**src/rtl/cpu_pkg.sv**
```systemverilog
// cpu_pkg
//   Shared definitions for the CPU pipeline stages: default data/register
//   widths, the MEM-stage access state enum and the MEM/WB control bundle
//   together with its bubble value.
//   No ports (package).
package cpu_pkg;

  localparam int DEF_DATA_W = 32;
  localparam int DEF_REG_W  = 6;

  // Memory-access sequencer states.
  typedef enum logic {
    IDLE = 1'b0,
    BUSY = 1'b1
  } state_t;

  // Control bits carried by the MEM/WB register.
  typedef struct packed {
    logic valid;
    logic reg_write;
    logic mem_to_reg;
    logic mem_read;
  } wb_ctrl_t;

  // A bubble retires nothing: no valid, no register write, no load select.
  localparam wb_ctrl_t WB_CTRL_BUBBLE = '0;

endpackage

```
**src/rtl/mem_access_stage_if.sv**
```systemverilog
// mem_access_stage_if
//   Data-memory request/acknowledge bus between the MEM stage and memory.
//   req   : access request, held until ack
//   we    : 1 = store, 0 = load
//   addr  : word-aligned byte address
//   wdata : store data
//   ack   : access completes this cycle
//   rdata : load data, valid with ack
//   Modports: master (MEM stage side), slave (memory side).
interface mem_access_stage_if
  import cpu_pkg::*;
#(
  parameter int DATA_W = DEF_DATA_W
) ();

  logic              req;
  logic              we;
  logic [DATA_W-1:0] addr;
  logic [DATA_W-1:0] wdata;
  logic              ack;
  logic [DATA_W-1:0] rdata;

  modport master (
    output req, we, addr, wdata,
    input  ack, rdata
  );

  modport slave (
    input  req, we, addr, wdata,
    output ack, rdata
  );

endinterface

```
**src/rtl/mem_wb_reg.sv**
```systemverilog
// mem_wb_reg
//   MEM/WB pipeline register. Loads every clock edge; the selects decide
//   what is loaded.
//   clk, rst        : clock, asynchronous active-high reset
//   sel_bubble      : load an all-zero bubble
//   sel_load_data   : mem_data takes load_data_in (otherwise 0)
//   kill_reg_write  : force reg_write to 0 (dropped/failed access)
//   ctrl_in, write_reg_in, alu_out_in, load_data_in : EX/MEM side fields
//   ctrl, write_reg, alu_out, mem_data              : registered outputs
module mem_wb_reg
  import cpu_pkg::*;
#(
  parameter int DATA_W = DEF_DATA_W,
  parameter int REG_W  = DEF_REG_W
) (
  input  logic              clk,
  input  logic              rst,
  input  logic              sel_bubble,
  input  logic              sel_load_data,
  input  logic              kill_reg_write,
  input  wb_ctrl_t          ctrl_in,
  input  logic [REG_W-1:0]  write_reg_in,
  input  logic [DATA_W-1:0] alu_out_in,
  input  logic [DATA_W-1:0] load_data_in,
  output wb_ctrl_t          ctrl,
  output logic [REG_W-1:0]  write_reg,
  output logic [DATA_W-1:0] alu_out,
  output logic [DATA_W-1:0] mem_data
);

  always_ff @(posedge clk or posedge rst) begin
    if (rst) begin
      ctrl      <= WB_CTRL_BUBBLE;
      write_reg <= '0;
      alu_out   <= '0;
      mem_data  <= '0;
    end else if (sel_bubble) begin
      ctrl      <= WB_CTRL_BUBBLE;
      write_reg <= '0;
      alu_out   <= '0;
      mem_data  <= '0;
    end else begin
      ctrl.valid      <= ctrl_in.valid;
      ctrl.reg_write  <= ctrl_in.reg_write & ~kill_reg_write;
      ctrl.mem_to_reg <= ctrl_in.mem_to_reg;
      ctrl.mem_read   <= ctrl_in.mem_read;
      write_reg       <= write_reg_in;
      alu_out         <= alu_out_in;
      mem_data        <= sel_load_data ? load_data_in : '0;
    end
  end

endmodule

```
**src/rtl/mem_access_stage.sv**
```systemverilog
// mem_access_stage
//   MEM stage of the five-stage pipeline. Issues data-memory loads/stores
//   over a req/ack bus, stalls upstream while an access is outstanding,
//   times out hung accesses and owns the MEM/WB pipeline register.
//   i_clk, i_reset      : clock, asynchronous active-high reset
//   i_EX_MEM_*          : EX/MEM register fields (held by o_stall)
//   i_forward           : use o_MEM_WB_mem_data as store data
//   dmem                : data-memory bus (master side)
//   o_stall             : freeze PC, IF/ID, ID/EX, EX/MEM
//   o_MEM_WB_*          : MEM/WB register outputs
//   o_misalign          : pulse, misaligned memory op dropped
//   o_bus_err           : pulse, access timed out
module mem_access_stage
  import cpu_pkg::*;
#(
  parameter int DATA_W  = DEF_DATA_W,
  parameter int REG_W   = DEF_REG_W,
  parameter int TIMEOUT = 16
) (
  input  logic              i_clk,
  input  logic              i_reset,
  input  logic              i_EX_MEM_valid,
  input  logic [DATA_W-1:0] i_EX_MEM_alu_out,
  input  logic [DATA_W-1:0] i_EX_MEM_rt_data,
  input  logic [REG_W-1:0]  i_EX_MEM_write_reg,
  input  logic              i_EX_MEM_mem_read,
  input  logic              i_EX_MEM_mem_write,
  input  logic              i_EX_MEM_reg_write,
  input  logic              i_EX_MEM_mem_to_reg,
  input  logic              i_forward,
  mem_access_stage_if.master dmem,
  output logic              o_stall,
  output logic              o_MEM_WB_valid,
  output logic              o_MEM_WB_reg_write,
  output logic              o_MEM_WB_mem_to_reg,
  output logic              o_MEM_WB_mem_read,
  output logic [REG_W-1:0]  o_MEM_WB_write_reg,
  output logic [DATA_W-1:0] o_MEM_WB_alu_out,
  output logic [DATA_W-1:0] o_MEM_WB_mem_data,
  output logic              o_misalign,
  output logic              o_bus_err
);

  // Counter only needs to reach TIMEOUT-1.
  localparam int CNT_W = (TIMEOUT > 2) ? $clog2(TIMEOUT) : 1;

  state_t            state_reg, state_next;
  logic [CNT_W-1:0]  cnt_reg;
  logic              req_reg;
  logic              we_reg;
  logic [DATA_W-1:0] addr_reg;
  logic [DATA_W-1:0] wdata_reg;

  logic mem_op, aligned, idle_mem, start, misalign, busy, ack_done, timeout_hit;
  logic wb_bubble, wb_load_data, wb_kill;
  wb_ctrl_t ctrl_in, wb_ctrl;

  // ---------------- decode ----------------
  assign mem_op      = i_EX_MEM_mem_read | i_EX_MEM_mem_write;
  assign aligned     = (i_EX_MEM_alu_out[1:0] == 2'b00);
  assign idle_mem    = (state_reg == IDLE) & i_EX_MEM_valid & mem_op;
  assign start       = idle_mem & aligned;
  assign misalign    = idle_mem & ~aligned;
  assign busy        = (state_reg == BUSY);
  assign ack_done    = busy & dmem.ack;
  // Ack in the final allowed cycle completes normally instead of erroring.
  assign timeout_hit = busy & ~dmem.ack & (cnt_reg == CNT_W'(TIMEOUT - 1));

  // ---------------- FSM: state register ----------------
  always_ff @(posedge i_clk or posedge i_reset) begin
    if (i_reset) state_reg <= IDLE;
    else         state_reg <= state_next;
  end

  // ---------------- FSM: next state ----------------
  always_comb begin
    state_next = state_reg;
    case (state_reg)
      IDLE:    if (start) state_next = BUSY;
      BUSY:    if (ack_done || timeout_hit) state_next = IDLE;
      default: state_next = IDLE;
    endcase
  end

  // ---------------- FSM: outputs ----------------
  // Gated by reset so every output reads 0 while reset is asserted, even
  // though EX/MEM may still present a memory op.
  always_comb begin
    o_stall      = 1'b0;
    o_misalign   = 1'b0;
    o_bus_err    = 1'b0;
    wb_bubble    = 1'b1;
    wb_load_data = 1'b0;
    wb_kill      = 1'b0;
    if (!i_reset) begin
      case (state_reg)
        IDLE: begin
          o_stall    = start;
          o_misalign = misalign;
          wb_bubble  = ~i_EX_MEM_valid | start;
          wb_kill    = misalign;
        end
        BUSY: begin
          // Releasing the stall on ack lets the next memory op issue at once.
          o_stall      = ~(ack_done | timeout_hit);
          o_bus_err    = timeout_hit;
          wb_bubble    = ~(ack_done | timeout_hit);
          wb_load_data = ack_done & ~i_EX_MEM_mem_write;
          wb_kill      = timeout_hit;
        end
        default: ;
      endcase
    end
  end

  // ---------------- bus latches and wait counter ----------------
  // Store data is captured at issue: MEM/WB turns into bubbles during the
  // stall, so a forwarded value would otherwise be lost.
  always_ff @(posedge i_clk or posedge i_reset) begin
    if (i_reset) begin
      req_reg   <= 1'b0;
      we_reg    <= 1'b0;
      addr_reg  <= '0;
      wdata_reg <= '0;
      cnt_reg   <= '0;
    end else if (start) begin
      req_reg   <= 1'b1;
      we_reg    <= i_EX_MEM_mem_write;
      addr_reg  <= i_EX_MEM_alu_out;
      wdata_reg <= i_forward ? o_MEM_WB_mem_data : i_EX_MEM_rt_data;
      cnt_reg   <= '0;
    end else if (ack_done || timeout_hit) begin
      req_reg <= 1'b0;
      cnt_reg <= '0;
    end else if (busy) begin
      cnt_reg <= cnt_reg + CNT_W'(1);
    end
  end

  assign dmem.req   = req_reg;
  assign dmem.we    = we_reg;
  assign dmem.addr  = addr_reg;
  assign dmem.wdata = wdata_reg;

  // ---------------- MEM/WB register ----------------
  assign ctrl_in.valid      = i_EX_MEM_valid;
  assign ctrl_in.reg_write  = i_EX_MEM_reg_write;
  assign ctrl_in.mem_to_reg = i_EX_MEM_mem_to_reg;
  assign ctrl_in.mem_read   = i_EX_MEM_mem_read;

  mem_wb_reg #(
    .DATA_W (DATA_W),
    .REG_W  (REG_W)
  ) u_mem_wb (
    .clk            (i_clk),
    .rst            (i_reset),
    .sel_bubble     (wb_bubble),
    .sel_load_data  (wb_load_data),
    .kill_reg_write (wb_kill),
    .ctrl_in        (ctrl_in),
    .write_reg_in   (i_EX_MEM_write_reg),
    .alu_out_in     (i_EX_MEM_alu_out),
    .load_data_in   (dmem.rdata),
    .ctrl           (wb_ctrl),
    .write_reg      (o_MEM_WB_write_reg),
    .alu_out        (o_MEM_WB_alu_out),
    .mem_data       (o_MEM_WB_mem_data)
  );

  assign o_MEM_WB_valid      = wb_ctrl.valid;
  assign o_MEM_WB_reg_write  = wb_ctrl.reg_write;
  assign o_MEM_WB_mem_to_reg = wb_ctrl.mem_to_reg;
  assign o_MEM_WB_mem_read   = wb_ctrl.mem_read;

endmodule

```
**src/flat_wrapper.sv**
```systemverilog
// flat-port wrapper written by rule: the top's interface ports become plain ports
module mem_access_stage_flat import cpu_pkg::*;
#(
  parameter int DATA_W  = DEF_DATA_W,
  parameter int REG_W   = DEF_REG_W,
  parameter int TIMEOUT = 16
)
  (i_clk, i_reset, i_EX_MEM_valid, i_EX_MEM_alu_out, i_EX_MEM_rt_data, i_EX_MEM_write_reg, i_EX_MEM_mem_read, i_EX_MEM_mem_write, i_EX_MEM_reg_write, i_EX_MEM_mem_to_reg, i_forward, o_stall, o_MEM_WB_valid, o_MEM_WB_reg_write, o_MEM_WB_mem_to_reg, o_MEM_WB_mem_read, o_MEM_WB_write_reg, o_MEM_WB_alu_out, o_MEM_WB_mem_data, o_misalign, o_bus_err, dmem_req, dmem_we, dmem_addr, dmem_wdata, dmem_ack, dmem_rdata);
  mem_access_stage_if #(.DATA_W(DATA_W)) dmem_i ();
  input  logic i_clk;
  input  logic i_reset;
  input  logic i_EX_MEM_valid;
  input  logic [DATA_W-1:0] i_EX_MEM_alu_out;
  input  logic [DATA_W-1:0] i_EX_MEM_rt_data;
  input  logic [REG_W-1:0] i_EX_MEM_write_reg;
  input  logic i_EX_MEM_mem_read;
  input  logic i_EX_MEM_mem_write;
  input  logic i_EX_MEM_reg_write;
  input  logic i_EX_MEM_mem_to_reg;
  input  logic i_forward;
  output logic o_stall;
  output logic o_MEM_WB_valid;
  output logic o_MEM_WB_reg_write;
  output logic o_MEM_WB_mem_to_reg;
  output logic o_MEM_WB_mem_read;
  output logic [REG_W-1:0] o_MEM_WB_write_reg;
  output logic [DATA_W-1:0] o_MEM_WB_alu_out;
  output logic [DATA_W-1:0] o_MEM_WB_mem_data;
  output logic o_misalign;
  output logic o_bus_err;
  output wire logic [$bits(dmem_i.req)-1:0] dmem_req;
  output wire logic [$bits(dmem_i.we)-1:0] dmem_we;
  output wire logic [$bits(dmem_i.addr)-1:0] dmem_addr;
  output wire logic [$bits(dmem_i.wdata)-1:0] dmem_wdata;
  input wire logic [$bits(dmem_i.ack)-1:0] dmem_ack;
  input wire logic [$bits(dmem_i.rdata)-1:0] dmem_rdata;
  assign dmem_req = dmem_i.req;
  assign dmem_we = dmem_i.we;
  assign dmem_addr = dmem_i.addr;
  assign dmem_wdata = dmem_i.wdata;
  assign dmem_i.ack = dmem_ack;
  assign dmem_i.rdata = dmem_rdata;
  mem_access_stage #(.DATA_W(DATA_W), .REG_W(REG_W), .TIMEOUT(TIMEOUT)) u_core (.i_clk(i_clk), .i_reset(i_reset), .i_EX_MEM_valid(i_EX_MEM_valid), .i_EX_MEM_alu_out(i_EX_MEM_alu_out), .i_EX_MEM_rt_data(i_EX_MEM_rt_data), .i_EX_MEM_write_reg(i_EX_MEM_write_reg), .i_EX_MEM_mem_read(i_EX_MEM_mem_read), .i_EX_MEM_mem_write(i_EX_MEM_mem_write), .i_EX_MEM_reg_write(i_EX_MEM_reg_write), .i_EX_MEM_mem_to_reg(i_EX_MEM_mem_to_reg), .i_forward(i_forward), .dmem(dmem_i), .o_stall(o_stall), .o_MEM_WB_valid(o_MEM_WB_valid), .o_MEM_WB_reg_write(o_MEM_WB_reg_write), .o_MEM_WB_mem_to_reg(o_MEM_WB_mem_to_reg), .o_MEM_WB_mem_read(o_MEM_WB_mem_read), .o_MEM_WB_write_reg(o_MEM_WB_write_reg), .o_MEM_WB_alu_out(o_MEM_WB_alu_out), .o_MEM_WB_mem_data(o_MEM_WB_mem_data), .o_misalign(o_misalign), .o_bus_err(o_bus_err));
endmodule
```
**config.mk**
```make
export PLATFORM = sky130hd
export DESIGN_NAME = mem_access_stage_flat
export DESIGN_NICKNAME = d
export VERILOG_FILES = /design/src/rtl/cpu_pkg.sv /design/src/rtl/mem_access_stage_if.sv /design/src/rtl/mem_wb_reg.sv /design/src/rtl/mem_access_stage.sv /design/src/flat_wrapper.sv
export SDC_FILE = /design/constraint.sdc
export NUM_CORES = 1
export LEC_CHECK = 0
export CELL_PAD_IN_SITES_DETAIL_PLACEMENT = 2
export CELL_PAD_IN_SITES_GLOBAL_PLACEMENT = 2
export CORE_UTILIZATION = 23
export DETAILED_ROUTE_END_ITERATION = 12
export PLACE_DENSITY = 0.73
export SLEW_MARGIN = 20
export SYNTH_ARGS = -nofsm -noshare
export SYNTH_HDL_FRONTEND = slang
export SYNTH_SLANG_ARGS = --single-unit
```
**constraint.sdc**
```tcl
create_clock -name i_clk -period 4.7 [get_ports i_clk]
set_input_delay 0.705 -clock i_clk [delete_from_list [all_inputs] [get_ports i_clk]]
set_output_delay 0.705 -clock i_clk [all_outputs]
set_load 0.02 [all_outputs]
```
* After elaboration in Yosys (flattened, before gate mapping)
Index checks and enable logic that the tools add are counted. Widths: inputs -> output; s select.
Operators by class: add/sub/neg operators 1, eq/ne operators 1, muxes and demuxes 26, bitwise gates (word level) 19, reduce and logical (&&, ||, !) cells 4
Operator list (number):
- $mux 32 | 4
- $mux 4 | 4
- $mux 1 | 13
- $and 1x1->1 | 9
- $pmux 1 s2 | 4
- $not 1->1 | 7
- $mux 6 | 1
- $add 4x1->4 const B | 1
- $eq 4x4->1 const B | 1
- $or 1x1->1 | 3
- $reduce_bool 3->1 | 1
- $logic_not 2->1 | 1
- $reduce_bool 2->1 | 1
- $logic_or 1x1->1 | 1
Storage, ports and cells: register bits after elaboration 145, bits of input ports 111, output and inout port bits 143, word-level logic and storage cells 64

* Logic depth before layout (Yosys ltp)
word-level depth 9, mapped depth 6

* Cells and area by module
From an unflattened synthesis, not the netlist that was laid out.
Second synthesis, totals: cells, all modules 375, area, all modules 5733.0 um2
Modules (own cells, without submodules):
- mem_access_stage | instances 1, cells an instance 215, area each 3255.6 um2, seq. area each 1776.7 um2
- mem_wb_reg | instances 1, cells an instance 160, area each 2477.4 um2, seq. area each 1851.8 um2

* Least setup slack after synthesis
OpenSTA, ideal clock, no wires.
path kind input-to-output, start point in i_EX_MEM_alu_out[0], end point out o_stall, arrival 1879 ps, path slack 2116 ps, stages on the path 4, path buffers 2, path through or4_1 -> buf_6 -> buf_6 -> a21oi_1
On the way: longest elaborated chain between the ends 4
Ends and longest elaborated chain:
- start: declaration | line flat_wrapper.sv:13 | input logic [DATA_W-1:0] i_EX_MEM_alu_out;
- $logic_not 2->1 | line mem_access_stage.sv:60 | assign aligned = (i_EX_MEM_alu_out[1:0] == 2'b00);
- $and 1x1->1 | line mem_access_stage.sv:62 | assign start = idle_mem & aligned;
- $pmux 1 s2 | line mem_access_stage.sv:96 | case (state_reg)
- $mux 1 | line mem_access_stage.sv:95 | if (!i_reset) begin
- end: declaration | line flat_wrapper.sv:21 | output logic o_stall;
Every way passes these cells.

* Worst setup path in the final report
start point in i_EX_MEM_valid, end point out o_stall
On the way: longest elaborated chain between the ends 5
Ends and longest elaborated chain:
- start: declaration | line flat_wrapper.sv:12 | input logic i_EX_MEM_valid;
- $and 1x1->1 (2 in a row) | line mem_access_stage.sv:61 | assign idle_mem = (state_reg == IDLE) & i_EX_MEM_valid & mem_op;
- $and 1x1->1 | line mem_access_stage.sv:62
- $pmux 1 s2 | line mem_access_stage.sv:96
- $mux 1 | line mem_access_stage.sv:95
Every way passes these cells.

==> summary by stage <==
Outcome
The flow ran to the end, and the final reports show no timing, DRC or antenna violations.

Worst setup path
In this design, the largest share of critical-path delay is due to buffers and inverters. STA puts the critical path data required time at 3990 ps. The critical path's slowest cell is sky130_fd_sc_hd__or4_2. Counting stages on the worst path, the most repeated cell is sky130_fd_sc_hd__clkdlybuf4s50_1. In this design, the stage delay of the slowest critical-path cell is 680 ps. The startpoint-to-endpoint class of the critical path is in2out. The largest fanout on the critical path is 3.

The arrival time at the worst endpoint is 2880 ps. The type of element capturing the critical path is an output port. Traced cell by cell, the critical path runs through clkdlybuf4s50_1 > nand2b_4 > or4_2 > a21oi_1 > clkdlybuf4s50_1. The critical path contains buffers and inverters numbering 2 combined. The element type at the critical path start is an input port.

Clock network
The total setup buffers inserted after CTS is 0. Post-CTS repair changed the size of 0 cells. In this run the number of H-tree levels came out at 4.

The number of buffers created by CTS is 17. Clock-pin slew was measured on the worst setup and hold paths at 70 ps. The longest clock path from root to sink contains 2 buffers. The clock latency on the worst-skew pair is 420 ps. The number of buffers inserted by hold repair at cts is 0. CTS saw 145 sinks. The CTS root buffer is sky130_fd_sc_hd__clkbuf_16. TritonCTS built the clock tree.

Global routing
Global routing finished with a remaining overflow of 0. The largest net degree at the start of global routing is 86. Across every metal layer, demand over resource in global routing totals 0.151. The number of antenna violations at the first check in global routing is 0. The first global-routing pass estimated 27,700 microns of wire. The number of global-route vias before repair is 4,834.

Synthesis
For this run, the leading register cell type out of synthesis is sky130_fd_sc_hd__dfrtp_1. The synthesized design contains 0 enable-type register cells. Of the post-synthesis cell area, the dominant cell type holds 0.660. Synthesis instantiated 29 different standard cells from the library. After synthesis the netlist holds a flip-flop and latch count of 145.

Synthesis produced a netlist with a net count of 522. The biggest area contributor in the post-synthesis netlist is sky130_fd_sc_hd__dfrtp_1. The async set-or-reset flop fraction in the synthesized netlist is 1.00. Summing every instance area after synthesis gives 5500 sq um. In the synthesized netlist, the number of instances is 410.

By area the synthesized netlist is led by sky130_fd_sc_hd__dfrtp_1, sky130_fd_sc_hd__and2_1, sky130_fd_sc_hd__mux2_4. The mean post-synth cell area is 13.4 sq um. The register area share after synthesis is 0.660. The total of warnings raised by yosys is 0.

Final layout
The final core utilization is 0.384. For this run, the post-layout net count is 777. The repair_antennas step left the layout with diodes totalling 0.

In the final layout, the share of cells above drive strength 1 is 0.111. The post-route cell area is 9010 sq um. The relative area change from synthesis to final layout is 64.0%.

Timing
The highest achievable clock rate is 279 MHz. The final worst-path cycle share is 0.764. Hold is met by 491 ps. The total of endpoints with negative setup slack in the final report is 0. The sum of negative setup slack is 0 ps. The hold violation count in the final report is 0.

The number of slew-limit violations in the final report is 0. The clock arrives with 12.0 ps of skew. The clock period minus final worst setup slack is 3590 ps. Setup repair after global routing left no endpoint under its margin. Measured against its own limit, the worst slew margin works out to 0.327. For the pin with the worst max-slew slack, the measured transition is 1010 ps.

Drt
The first detailed-routing pass ran for 4 iterations. After the first detailed-routing iteration, the DRC count stood at 108. The final wirelength is 17,800 microns.

After detailed routing, the average wire length per cell comes to 17.9 microns. In this run the remaining antenna-violating nets after routing total 0. The detailed router placed 4,156 vias in this run. In the routed design, unresolved DRC markers number 0. Using the TritonRoute via totals, the vias-per-cell ratio works out to 4.17.

Power and ir drop
IR analysis of the VDD net gives a maximum drop of 212 uV. Power spread over the standard cell area amounts to 424 nW/um^2. The analysis attributes to cell leakage a power of 4.02 nW. Total power for the finished layout comes to 0.00382 W.

Floorplan
The initial utilization of the core area, before any placement, comes to 0.234. The die area is 24,500 sq um. The floorplan step set the die height to 157 microns. After floorplanning, the core was sized to cover 23,500 sq um.

The floorplan step set the die width to 157 microns. Pin placement for this block handled 254 I/O pins. The initialized floorplan defines 56 standard-cell rows.

Placement
The count of buffers added on input and output ports is 253. The routability congestion estimate from global placement is 0.721. After legalization and detailed placement, the total HPWL measured 13,000 microns. The cell area after placement is 8390 sq um.

Flow run
The tool flagged a number of max-cap violations equal to 0.

Min path
The worst hold path belongs to the class reg2reg.
worst paths after layout:
path | startpoint | to | slack (ps) | depth (start not counted)
setup reg to reg | u_core.cnt_reg[0] | u_core.u_mem_wb.write_reg[1] | 2500 | 6
min in group asynchronous | i_reset | u_core.dmem.addr[13] | 1090 | 2
max in group asynchronous | i_reset | u_core.dmem.addr[29] | 2790 | 3
hold / removal | u_core.dmem.req | u_core.dmem.req | 490 | 2
hold reg to reg | u_core.dmem.req | u_core.dmem.req | 490 | 2
setup / recovery | i_EX_MEM_valid | o_stall | 1110 | 5
where the power goes:
group | switching (W) | internal [W]
Clock | 0.000598 | 0.000856
Sequential | 0.0000897 | 0.00140
Combinational | 0.000415 | 0.000459
Total | 0.00110 | 0.00272
cells by family after synthesis:
family,share of synthesized area
flops,0.660
simple gates,0.136
mux,0.139
compound gates,0.0405
buf+inv,0.0223
fa+ha+maj,0.00228
cell type report:
type	instances	area (sq um)
fill	2427	14500
inverter	2	12.5
clock buffer	17	425
sequential	145	3630
multi-input combinational	241	1770
tap	319	399
clock inverter	15	196
timing repair buffer	258	2580
through the flow:
step                setup slack (ps)  std cells
finish                          1110        997
CTS                             1060        997
global route                    1020        997
floorplan                        100        410
global placement                1150        965
detailed placement              1080        965
Yosys cell counts (all sizes together) (5+ instances only):
| cell type | n |
|---|---|
| a21oi | 37 |
| mux2i | 32 |
| mux2 | 31 |
| nand2 | 7 |
| and2 | 75 |
| nor2 | 37 |
| nor3 | 5 |
| dfrtp | 145 |
| buf | 6 |
| clkbuf | 16 |
cell usage in the layout, fill, tap and decap left out, types with 2 or more instances in the layout:
cell type / count
sky130_fd_sc_hd__bufinv_16: 3
sky130_fd_sc_hd__clkbuf_16: 17
sky130_fd_sc_hd__mux2i_1: 32
sky130_fd_sc_hd__nand2_1: 7
sky130_fd_sc_hd__dfrtp_1: 145
sky130_fd_sc_hd__inv_8: 4
sky130_fd_sc_hd__clkdlybuf4s50_1: 252
sky130_fd_sc_hd__mux2_4: 25
sky130_fd_sc_hd__buf_4: 4
sky130_fd_sc_hd__nor3_1: 4
sky130_fd_sc_hd__inv_6: 5
sky130_fd_sc_hd__a21oi_1: 37
sky130_fd_sc_hd__and2_1: 75
sky130_fd_sc_hd__mux2_2: 6
sky130_fd_sc_hd__clkinv_2: 2
sky130_fd_sc_hd__nand3_1: 2
sky130_fd_sc_hd__nor2_1: 37
tightest hold or removal path, cell delays in order (launching register included):
cell and delay [ps]:
sky130_fd_sc_hd__dfrtp_1 350, sky130_fd_sc_hd__nand2_1 50, sky130_fd_sc_hd__nand2_1 50
layer usage:
layer  track usage  vias up  part of all wire  routed length, microns
met1         0.170     2083              0.40                    7130
met3        0.0618       17             0.090                    1610
li1              -     1873                 -                       -
met4        0.0504        0             0.012                     215
met5             0        -                 0                       0
met2         0.257      183              0.50                    8850
No activity file was read; power rests on OpenSTA's default activity.
